### config.mk
export PLATFORM = sky130hd
export DESIGN_NAME = cayde_alu_issue
export DESIGN_NICKNAME = d
export VERILOG_FILES = /design/src/rtl/cayde_pkg.sv /design/src/rtl/cayde_issue_decode.sv /design/src/rtl/cayde_alu_issue.sv
export SDC_FILE = /design/constraint.sdc
export NUM_CORES = 1
export LEC_CHECK = 0
export CORE_AREA = 2 2 144 132
export CTS_BUF_LIST = sky130_fd_sc_hd__clkbuf_16
export CTS_CLUSTER_SIZE = 40
export DETAILED_ROUTE_END_ITERATION = 10
export DIE_AREA = 0 0 146 134
export PLACE_DENSITY = 0.8
export SLEW_MARGIN = 15
export SYNTH_ARGS = -nofsm -noshare
export SYNTH_HDL_FRONTEND = slang
export SYNTH_HIERARCHICAL = 1
export SYNTH_SLANG_ARGS = --single-unit
### constraint.sdc
create_clock -name clk_i -period 17.95 [get_ports clk_i]
set_clock_uncertainty 0.2 [all_clocks]
set_input_delay 3.59 -clock clk_i [delete_from_list [all_inputs] [get_ports clk_i]]
set_output_delay 3.59 -clock clk_i [all_outputs]
set_load 0.05 [all_outputs]
### src/rtl/cayde_pkg.sv
// Shared definitions for the cayde ALU issue stage.
// Holds the ALU op codes driven towards the ALU, the RV32I major opcodes and
// funct7 values the decoder recognises, and the packed issue packet that
// travels from the decoder through the skid buffer to the outputs.
package cayde_pkg;

    // ALU op codes. Codes 5 and 7 are reserved and never produced.
    localparam logic [6:0] ALU_ADD = 7'd0;
    localparam logic [6:0] ALU_SUB = 7'd1;
    localparam logic [6:0] ALU_XOR = 7'd2;
    localparam logic [6:0] ALU_AND = 7'd3;
    localparam logic [6:0] ALU_OR  = 7'd4;
    localparam logic [6:0] ALU_SLL = 7'd6;
    localparam logic [6:0] ALU_SRL = 7'd8;
    localparam logic [6:0] ALU_SRA = 7'd9;

    // RV32I major opcodes handled by this stage
    localparam logic [6:0] OPC_OP     = 7'b0110011;
    localparam logic [6:0] OPC_OP_IMM = 7'b0010011;
    localparam logic [6:0] OPC_LUI    = 7'b0110111;
    localparam logic [6:0] OPC_AUIPC  = 7'b0010111;

    // funct7 values: base encoding and the SUB/SRA alternate encoding
    localparam logic [6:0] F7_BASE = 7'b0000000;
    localparam logic [6:0] F7_ALT  = 7'b0100000;

    // One issue packet as presented to the ALU
    typedef struct packed {
        logic [6:0]  alu_op;
        logic [31:0] op_a;
        logic [31:0] op_b;
        logic [4:0]  rd;
        logic        illegal;
    } issue_pkt_t;

    // Packet issued for anything the decoder does not support: every field
    // zeroed so nothing downstream can act on stale operands.
    function automatic issue_pkt_t illegal_pkt();
        issue_pkt_t p;
        p.alu_op  = ALU_ADD;
        p.op_a    = '0;
        p.op_b    = '0;
        p.rd      = '0;
        p.illegal = 1'b1;
        return p;
    endfunction

endpackage

### src/rtl/cayde_issue_decode.sv
// Combinational RV32I decoder for the ALU issue stage.
// Maps one instruction word plus its register read data and PC onto an
// issue packet (ALU op, operand A, operand B, rd, illegal flag).
// Ports:
//   instr_i     instruction word
//   pc_i        instruction PC (operand A of AUIPC)
//   rs1_data_i  rs1 read data
//   rs2_data_i  rs2 read data (shift amount source for register shifts)
//   pkt_o       decoded issue packet
module cayde_issue_decode
    import cayde_pkg::*;
(
    input  logic [31:0] instr_i,
    input  logic [31:0] pc_i,
    input  logic [31:0] rs1_data_i,
    input  logic [31:0] rs2_data_i,
    output issue_pkt_t  pkt_o
);

    logic [6:0]  opcode;
    logic [6:0]  funct7;
    logic [2:0]  funct3;
    logic [31:0] immI;
    logic [31:0] immU;
    logic [31:0] shamtReg;
    logic [31:0] shamtImm;

    logic        legal;
    logic [6:0]  aluOp;
    logic [31:0] opA;
    logic [31:0] opB;

    assign opcode   = instr_i[6:0];
    assign funct3   = instr_i[14:12];
    assign funct7   = instr_i[31:25];
    assign immI     = {{20{instr_i[31]}}, instr_i[31:20]};
    assign immU     = {instr_i[31:12], 12'b0};
    assign shamtReg = {27'b0, rs2_data_i[4:0]};
    assign shamtImm = {27'b0, instr_i[24:20]};

    // Anything not explicitly recognised below leaves legal low, including
    // SLT/SLTU/SLTI/SLTIU and words whose low two bits are not 2'b11.
    always_comb begin
        legal = 1'b0;
        aluOp = ALU_ADD;
        opA   = '0;
        opB   = '0;
        if (instr_i[1:0] == 2'b11) begin
            case (opcode)
                OPC_OP: begin
                    opA = rs1_data_i;
                    opB = rs2_data_i;
                    if (funct7 == F7_BASE) begin
                        legal = 1'b1;
                        case (funct3)
                            3'b000:  aluOp = ALU_ADD;
                            3'b100:  aluOp = ALU_XOR;
                            3'b110:  aluOp = ALU_OR;
                            3'b111:  aluOp = ALU_AND;
                            3'b001: begin
                                aluOp = ALU_SLL;
                                opB   = shamtReg;
                            end
                            3'b101: begin
                                aluOp = ALU_SRL;
                                opB   = shamtReg;
                            end
                            default: legal = 1'b0;
                        endcase
                    end else if (funct7 == F7_ALT) begin
                        legal = 1'b1;
                        case (funct3)
                            3'b000:  aluOp = ALU_SUB;
                            3'b101: begin
                                aluOp = ALU_SRA;
                                opB   = shamtReg;
                            end
                            default: legal = 1'b0;
                        endcase
                    end
                end
                OPC_OP_IMM: begin
                    opA = rs1_data_i;
                    opB = immI;
                    case (funct3)
                        3'b000: begin
                            aluOp = ALU_ADD;
                            legal = 1'b1;
                        end
                        3'b100: begin
                            aluOp = ALU_XOR;
                            legal = 1'b1;
                        end
                        3'b110: begin
                            aluOp = ALU_OR;
                            legal = 1'b1;
                        end
                        3'b111: begin
                            aluOp = ALU_AND;
                            legal = 1'b1;
                        end
                        3'b001: begin
                            aluOp = ALU_SLL;
                            opB   = shamtImm;
                            legal = (funct7 == F7_BASE);
                        end
                        // SRLI and SRAI share funct3; funct7 picks the variant
                        3'b101: begin
                            opB = shamtImm;
                            if (funct7 == F7_BASE) begin
                                aluOp = ALU_SRL;
                                legal = 1'b1;
                            end else if (funct7 == F7_ALT) begin
                                aluOp = ALU_SRA;
                                legal = 1'b1;
                            end
                        end
                        default: legal = 1'b0;
                    endcase
                end
                OPC_LUI: begin
                    aluOp = ALU_ADD;
                    opA   = '0;
                    opB   = immU;
                    legal = 1'b1;
                end
                OPC_AUIPC: begin
                    aluOp = ALU_ADD;
                    opA   = pc_i;
                    opB   = immU;
                    legal = 1'b1;
                end
                default: legal = 1'b0;
            endcase
        end
    end

    // Illegal packets carry no operand data at all
    always_comb begin
        if (legal) begin
            pkt_o.alu_op  = aluOp;
            pkt_o.op_a    = opA;
            pkt_o.op_b    = opB;
            pkt_o.rd      = instr_i[11:7];
            pkt_o.illegal = 1'b0;
        end else begin
            pkt_o = illegal_pkt();
        end
    end

endmodule

### src/rtl/cayde_alu_issue.sv
// Decode/issue stage feeding the combinational ALU.
// Accepts one instruction per cycle with its operands, decodes it and holds
// the result in a two-entry skid buffer behind a registered valid/ready
// output. Entry 0 drives the outputs, entry 1 absorbs one packet while the
// consumer stalls. A saturating counter tracks illegal packets issued.
// Ports:
//   clk_i, rst_i        clock, asynchronous active-high reset
//   in_valid_i          instruction/operands valid
//   in_ready_o          stage can accept (registered, low when entry 1 full)
//   instr_i, pc_i       instruction word and its PC
//   rs1_data_i          rs1 read data
//   rs2_data_i          rs2 read data
//   out_valid_o         issue packet valid
//   out_ready_i         consumer accepts packet
//   alu_op_o            ALU op code
//   op_a_o, op_b_o      ALU operands
//   rd_o                destination register
//   illegal_o           packet is an illegal/unsupported instruction
//   illegal_cnt_o       saturating count of illegal packets issued
module cayde_alu_issue
    import cayde_pkg::*;
#(
    parameter int CNT_W = 16
) (
    input  logic             clk_i,
    input  logic             rst_i,
    input  logic             in_valid_i,
    output logic             in_ready_o,
    input  logic [31:0]      instr_i,
    input  logic [31:0]      pc_i,
    input  logic [31:0]      rs1_data_i,
    input  logic [31:0]      rs2_data_i,
    output logic             out_valid_o,
    input  logic             out_ready_i,
    output logic [6:0]       alu_op_o,
    output logic [31:0]      op_a_o,
    output logic [31:0]      op_b_o,
    output logic [4:0]       rd_o,
    output logic             illegal_o,
    output logic [CNT_W-1:0] illegal_cnt_o
);

    issue_pkt_t       decPkt;
    issue_pkt_t       ent0_q, ent0_d;
    issue_pkt_t       ent1_q, ent1_d;
    logic             ent0Valid_q, ent0Valid_d;
    logic             ent1Valid_q, ent1Valid_d;
    logic             inReady_q;
    logic [CNT_W-1:0] illCnt_q, illCnt_d;
    logic             accept;
    logic             drain;

    cayde_issue_decode uDecode (
        .instr_i    (instr_i),
        .pc_i       (pc_i),
        .rs1_data_i (rs1_data_i),
        .rs2_data_i (rs2_data_i),
        .pkt_o      (decPkt)
    );

    assign accept = in_valid_i && inReady_q;
    assign drain  = ent0Valid_q && out_ready_i;

    // Skid buffer next state. Because in_ready is low whenever entry 1 is
    // full, an accept can never coincide with entry 1 being occupied, so a
    // drain either promotes entry 1 or lets the new packet replace entry 0.
    always_comb begin
        ent0_d      = ent0_q;
        ent0Valid_d = ent0Valid_q;
        ent1_d      = ent1_q;
        ent1Valid_d = ent1Valid_q;
        if (drain) begin
            if (ent1Valid_q) begin
                ent0_d      = ent1_q;
                ent1Valid_d = 1'b0;
            end else if (accept) begin
                ent0_d = decPkt;
            end else begin
                ent0Valid_d = 1'b0;
            end
        end else if (accept) begin
            if (!ent0Valid_q) begin
                ent0_d      = decPkt;
                ent0Valid_d = 1'b1;
            end else begin
                ent1_d      = decPkt;
                ent1Valid_d = 1'b1;
            end
        end
    end

    // Count illegal packets as they leave, holding at all-ones
    always_comb begin
        illCnt_d = illCnt_q;
        if (drain && ent0_q.illegal && (illCnt_q != {CNT_W{1'b1}})) begin
            illCnt_d = illCnt_q + CNT_W'(1);
        end
    end

    // Reset empties both entries and zeroes the visible payload
    always_ff @(posedge clk_i or posedge rst_i) begin
        if (rst_i) begin
            ent0_q      <= '0;
            ent1_q      <= '0;
            ent0Valid_q <= 1'b0;
            ent1Valid_q <= 1'b0;
            inReady_q   <= 1'b1;
            illCnt_q    <= '0;
        end else begin
            ent0_q      <= ent0_d;
            ent1_q      <= ent1_d;
            ent0Valid_q <= ent0Valid_d;
            ent1Valid_q <= ent1Valid_d;
            inReady_q   <= !ent1Valid_d;
            illCnt_q    <= illCnt_d;
        end
    end

    assign in_ready_o    = inReady_q;
    assign out_valid_o   = ent0Valid_q;
    assign alu_op_o      = ent0_q.alu_op;
    assign op_a_o        = ent0_q.op_a;
    assign op_b_o        = ent0_q.op_b;
    assign rd_o          = ent0_q.rd;
    assign illegal_o     = ent0_q.illegal;
    assign illegal_cnt_o = illCnt_q;

endmodule

==> reports/results.ini <==
[timing]
setup_viol=0
hold_viol_final=0
slew_viol_final=0
min_period_over_period_pct=37.1
relSlewSlack_pct=28.0
fin_tns_setup_ns=0
rsz0062_at_grt=no
fmax_ghz=0.150
tightest_slew_ns=1.08
fin_crit_ns=6.66

[clock_tree]
cts_hold_buffers=0
cts.sinks=173
clock_path_buffers=2
numCtsBuffers=17
cts.clk_slew.worst_paths_ns=0.06
cts-resized-gates=0
clock_latency_ns=0.42
htree_levels=4
root_buffer=clkbuf_16
postCtsSetupBuffers=0
tritoncts=built

[min_path]
worstHoldPathCells=2
worstHoldEndpoint=alu_op_o[5]$_DFFE_PP0P_
worstHoldStart=alu_op_o[5]$_DFFE_PP0P_
hp-class=reg -> reg

[layout]
syn_to_final_growth_pct=32.6
final_nets=1133
multi_input_area_um2=4250
post-route-util_pct=64.9
regArea_um2=4330
final_common_cell=clkdlybuf4s50_1
drive_above_1_share_pct=13.9
antenna_cells=0
layout_common_cells=clkdlybuf4s50_1 (226), dfrtp_1 (172), nand2_1 (88)
fillers=1445

[yosys]
synth_cell_types=58
synth_area_um2=8860
yosysTopAreaCell=dfrtp_1
syn_inst=813
synth_top_area_share_pct=48.6
synthFlopType=dfrtp_1
syn_avg_cell_area_um2=10.9
synth.yosys.warnings=6
synth-seq-cells=173
synthTopCellsByArea=dfrtp_1 (49%), mux2_2 (9.8%), mux2i_1 (9.3%)
ys_seq_area_share_pct=48.9
async_flop_share_pct=100
synth_edf_count=0

[setup_path]
rr_endpoint=op_b_o[18]$_DFFE_PP0P_
ff2ff_setup_slack_ns=15.20
r2r_cells=4
crit_type=in -> reg
crit_arrival_ns=6.75
worstPathMaxFanout=37
worst-endpoint-required_ns=18.04
start_kind=primary input
regToRegStartpoint=out_valid_o$_DFFE_PP0P_
endpoint_kind=register

[routing]
drt-wirelength-per-cell_um=18.7
ant_nets=0
dr.pass1.iters=5
drt-vias-per-instance=5.74
vias=7207
drtIter0Drc=609
wirelength_mm=23.5
route.detailed.drc=0

[placed_design]
dpl.hpwl_mm=15.8
place_congestion=0.888
portBuffers=226

[grt]
grt_pass1_wl_mm=37.7
grt_max_degree=93
grtUsageTotal_pct=24.2
antenna_found_initial=0
grt_pass1_vias=7216
grt_overflow=0

[power]
p_leak_uw=0.00525
peakVddDrop_uv=58.6
p_per_area_nw_per_um2=85.0

[floorplanning]
row_count=47
die_w_um=146
dieArea_um2=19600
pin_count=227
core_area_um2=18100
die_y_um=134
initial_core_util_pct=48.9

[job]
maxCapViolations=0

[outcome]
status=complete, no violations

[final cells by class]
cell class                 instances  area share, %
sequential                       173           36.9
multi-input combinational        565           36.2
clock inverter                    12          0.511
timing repair buffer             238           20.0
inverter                           5          0.202
tap                              245           2.61
clock buffer                      17           3.62
[registers in the layout (all words and copies together) (netlist names)]
register,flops
rd_o,5
illegal_cnt_o,16
in_ready_o,1
op_a_o,32
op_b_o,32
ent1Valid_q,1
alu_op_o,7
ent1_q,77
illegal_o,1
out_valid_o,1
[logic make-up (layout without fill, tap and decap cells)]
logic type | count (synthesis) | in the layout | share of synthesized area (%)
buf+inv | 77 | 272 | 4.05
simple gates | 169 | 169 | 10.4
xor+xnor | 16 | 16 | 1.58
flops | 173 | 173 | 48.9
fa+ha+maj | 1 | 1 | 0.141
other cells | 1 | 3 | 0.0423
mux | 160 | 160 | 19.2
compound gates | 216 | 216 | 15.7
[how the worst max path moves through the flow]
stage,end,depth (start not counted),slack [ns],start
2_1_floorplan,alu_op_o[0]$_DFFE_PP0P_,1,9.47,rst_i
3_3_place_gp,op_b_o[28]$_DFFE_PP0P_,7,10.98,instr_i[12]
3_5_place_dp,op_b_o[1]$_DFFE_PP0P_,7,10.93,instr_i[5]
4_1_cts,op_b_o[1]$_DFFE_PP0P_,7,11.36,instr_i[5]
5_1_grt,rd_o[0]$_DFFE_PP0P_,8,11.05,instr_i[13]
6_report,rd_o[3]$_DFFE_PP0P_,8,11.29,instr_i[13]
[per-layer routing]
metal  up-vias  part of all wire, %  global-route usage [%]
met4         0                  1.8                    7.44
met1      3518                   43                    32.3
met3        35                  7.0                    6.12
li1       3359                    -                       -
met5         -                    0                       0
met2       295                   48                    39.2
[critical path, stage by stage]
cell	delay [ns]
clkdlybuf4s50_1	0.61
inv_1	0.23
nand2_1	0.28
o221ai_4	0.95
buf_4	0.54
a21boi_0	0.22
mux2i_1	0.20
o21ai_0	0.09
[through the flow]
step / setup WS [ns] / hold WS, ns / instance area, um^2 / instances / power (uW)
final: 11.29 / 0.275 / 11700 / 1255 / 999
after global routing: 11.05 / 0.303 / 11700 / 1255 / 1040
after detailed placement: 10.93 / 0.269 / 11300 / 1226 / 690
after CTS: 11.36 / 0.283 / 11700 / 1255 / 1010
after global placement: 10.98 / 0.260 / 11300 / 1226 / 687
after floorplan: 9.47 / 0.279 / 8860 / 815 / 604
[where the power goes]
group | switching [uW] | total [uW] | internal (uW) | leakage, uW
clock network | 145 | 316 | 171 | 0.000247
logic | 160 | 254 | 93.7 | 0.00262
registers | 20.3 | 429 | 409 | 0.00238
total | 326 | 999 | 673 | 0.00525
[synth_stat cells, types with 3 or more instances]
master	number
a21boi_0	5
nor2_1	5
a21o_1	3
buf_4	4
dfrtp_1	172
and3_1	3
nor2b_1	3
nand2_1	88
xnor2_1	4
clkbuf_1	20
o21ai_0	81
a22oi_1	58
buf_2	44
nand4_1	6
buf_1	4
inv_1	5
a21oi_1	34
a211oi_2	3
nand3_1	30
mux2_2	77
mux2i_1	82
nor3_1	6
nor4_4	3
a32oi_1	19
a211oi_1	3
xor2_1	12
(Power assumes the default switching activity.)
==> RTL edit (same flow settings) <==
The parameter `CNT_W` goes from 16 to 24.
--- a/src/rtl/cayde_alu_issue.sv
+++ b/src/rtl/cayde_alu_issue.sv
@@ -20,7 +20,7 @@
 module cayde_alu_issue
     import cayde_pkg::*;
 #(
-    parameter int CNT_W = 16
+    parameter int CNT_W = 24
 ) (
     input  logic             clk_i,
     input  logic             rst_i,
Ports: changed (resized illegal_cnt_o); port bits go from 227 to 235. The function was not compared with the original's and may differ.
==> RTL edit against the unedited design <==
- total power up 4.7%
- sequential cell count grew 8
- worst setup slack lost 140 ps
- count of clock-buffer cells in the layout unchanged
- wire length increased by 1.2%
- sequential power increased by 4%
- synthesized area up 3.4%
- cell area is 3.9% higher
- critical path depth decreased by 1
- critical endpoint is now op_b_o[21]
- highest routed layer unchanged
==> RTL edit: results (changes against the unedited design) <==
Routing
The count of vias placed by the detailed router is 7398 (+2.7%). The average wire per cell in the routed design is 18.3 µm (-1.9%). The number of DRC markers in iteration 0 came to 516 (-15%). The number of detailed-route iterations in the first pass is 5 (unchanged). The post-detailed-routing wire length is 23700 µm (+1.2%).

Final layout
The count of fill cells added during filler insertion came to 1430 (-1.0%). The sequential share of cell area is 37.1% (+0.26 points). The number of ordinary inverters in the final layout came to 6 (+1). The number of non-clock buffers is 244 (+2.5%). The portion of the layout cell area used by non-clock buffers is 19.8% (-0.19 points). The share of the final layout cell area in multi-input gates is 35.8% (-0.33 points).

The register area came to 0.00453 mm² (+4.6%). The register name with the most flops is ent1_q. The count of clock buffers in the final design is 17 (unchanged). The clock buffer and inverter area fraction after layout is 4.46% (+0.33 points).

The final net count is 1170 (+3.3%). The flip-flop count of the largest register after layout is 77 (unchanged). The multi-input combinational cell count is 587 (+3.9%).

The fraction of final layout cells with drive strength greater than 1 was 13.8% (-0.039 points).

Placement
The count of buffers inserted at the top-level ports was 234 (+3.5%). The number of instances in the placed design was 1262 (+2.9%). The post-place setup slack is 10820 ps (-111 ps). The routability congestion estimate came to 0.898 (+1.2%).

The total half-perimeter wirelength after legalization and detailed placement was 16300 µm (+3.1%). The post-place instance area is 0.0116 mm² (+3.4%).

Synth
The multiplexer fraction of the synthesized cell area came to 18.4% (-0.80 points). The post-synthesis compound-gate area fraction came to 15.7% (+0.026 points). The share of async-settable or async-resettable flops after synthesis is 100% (unchanged).

The share of synthesized cell area in full adder, half adder and majority cells is 0.137% (-0.0047 points). The synthesized-area fraction occupied by xor and xnor cells was 2.20% (+0.62 points). Ranked by instance count, the synthesized netlist is headed by dfrtp_1, nand2_1, mux2i_1, mux2_2, o21ai_0. The number of synthesized register bits is 181 (+4.6%). In the post-synthesis netlist, the biggest area contributors are dfrtp_1, mux2_2, mux2i_1, a22oi_1, nand2_1. The count of mapped cells out of synthesis is 844 (+3.8%). The number of distinct library cell variants in the gate-level netlist after synthesis came to 58 (unchanged). The sequential share of the synthesized area came to 49.5% (+0.56 points).

Power
The worst-case vdd ir drop came to 0.0000688 V (+17%). The leakage dissipation came to 5.39 nW (+2.6%). The net switching power was 0.346 mW (+6.2%).

Clock tree
The clock slew seen by the registers of the worst setup and hold paths is 70 ps. The number of levels the H-tree was split into is 4 (unchanged). The buffer type at the clock tree root is clkbuf_16. The buffer levels on the longest clock path is 2 (unchanged).

The count of buffers added by post-CTS timing repair for setup came to 0 (unchanged). Clock latency on the worst-skew pair, taken at its later pin, is 430 ps. The post-cts resize count came to 0 (unchanged).

GRT
The via count of the first global-routing pass is 7189 (-0.37%). The overall fraction of global-route tracks in use is 24.2% (+0.040 points). The global-route wire length before repair is 37800 µm (+0.40%). The largest net degree at the start of global routing is 97 (+4.3%). The initial antenna violation count is 0 (unchanged).

Timing
The remaining max-slew budget at the tightest pin came to 21.1% (-6.9 points).

Worst setup path
The data arrival time of the worst path came to 6860 ps (+110 ps). The worst-path maximum fanout came to 27 (-27%).

Run status
The flow ran to the end, and the final reports show no timing, DRC or antenna violations.
-- RTL edit: path summary, 6_finish.rpt --
| kind | startpoint | endpoint | slack, ps | cells past startpoint |
|---|---|---|---|---|
| hold / removal | op_b_o[5] | op_b_o[5] | 280 | 2 |
| max in group asynchronous | rst_i | ent1_q[51] | 12900 | 3 |
| setup reg to reg | out_valid_o | op_b_o[24] | 15240 | 4 |
| min in group asynchronous | rst_i | op_b_o[10] | 3350 | 2 |
| setup / recovery | instr_i[25] | op_b_o[21] | 11150 | 7 |
| hold reg to reg | op_b_o[5] | op_b_o[5] | 280 | 2 |
-- RTL edit: kinds of logic (layout without fill, tap and decap cells) --
family / after synthesis / after routing
buf+inv: 78 / 281
flops: 181 / 181
mux: 159 / 159
other cells: 1 / 3
fa+ha+maj: 1 / 1
simple gates: 181 / 181
compound gates: 220 / 220
xor+xnor: 23 / 23
-- RTL edit: critical path, stage by stage --
cell             delay, ps
clkdlybuf4s50_1        500
nor4_1                 510
nand4_1               1030
a32oi_1                780
a22oi_1                150
mux2i_1                190
o21ai_0                110
-- RTL edit: layer usage --
layer  wire (µm)  track usage (%)
met1       10200             33.2
met2       11300             38.4
met3        1610             5.44
met4         594             8.20
met5           0                0
-- RTL edit: power groups by stage --
stage / combinational [mW] / sequential [mW] / clock (mW)
CTS: 0.253 / 0.446 / 0.355
global placement: 0.251 / 0.452 / 0
detailed placement: 0.253 / 0.453 / 0
finish: 0.252 / 0.446 / 0.348
floorplan: 0.129 / 0.491 / 0
global route: 0.271 / 0.449 / 0.373
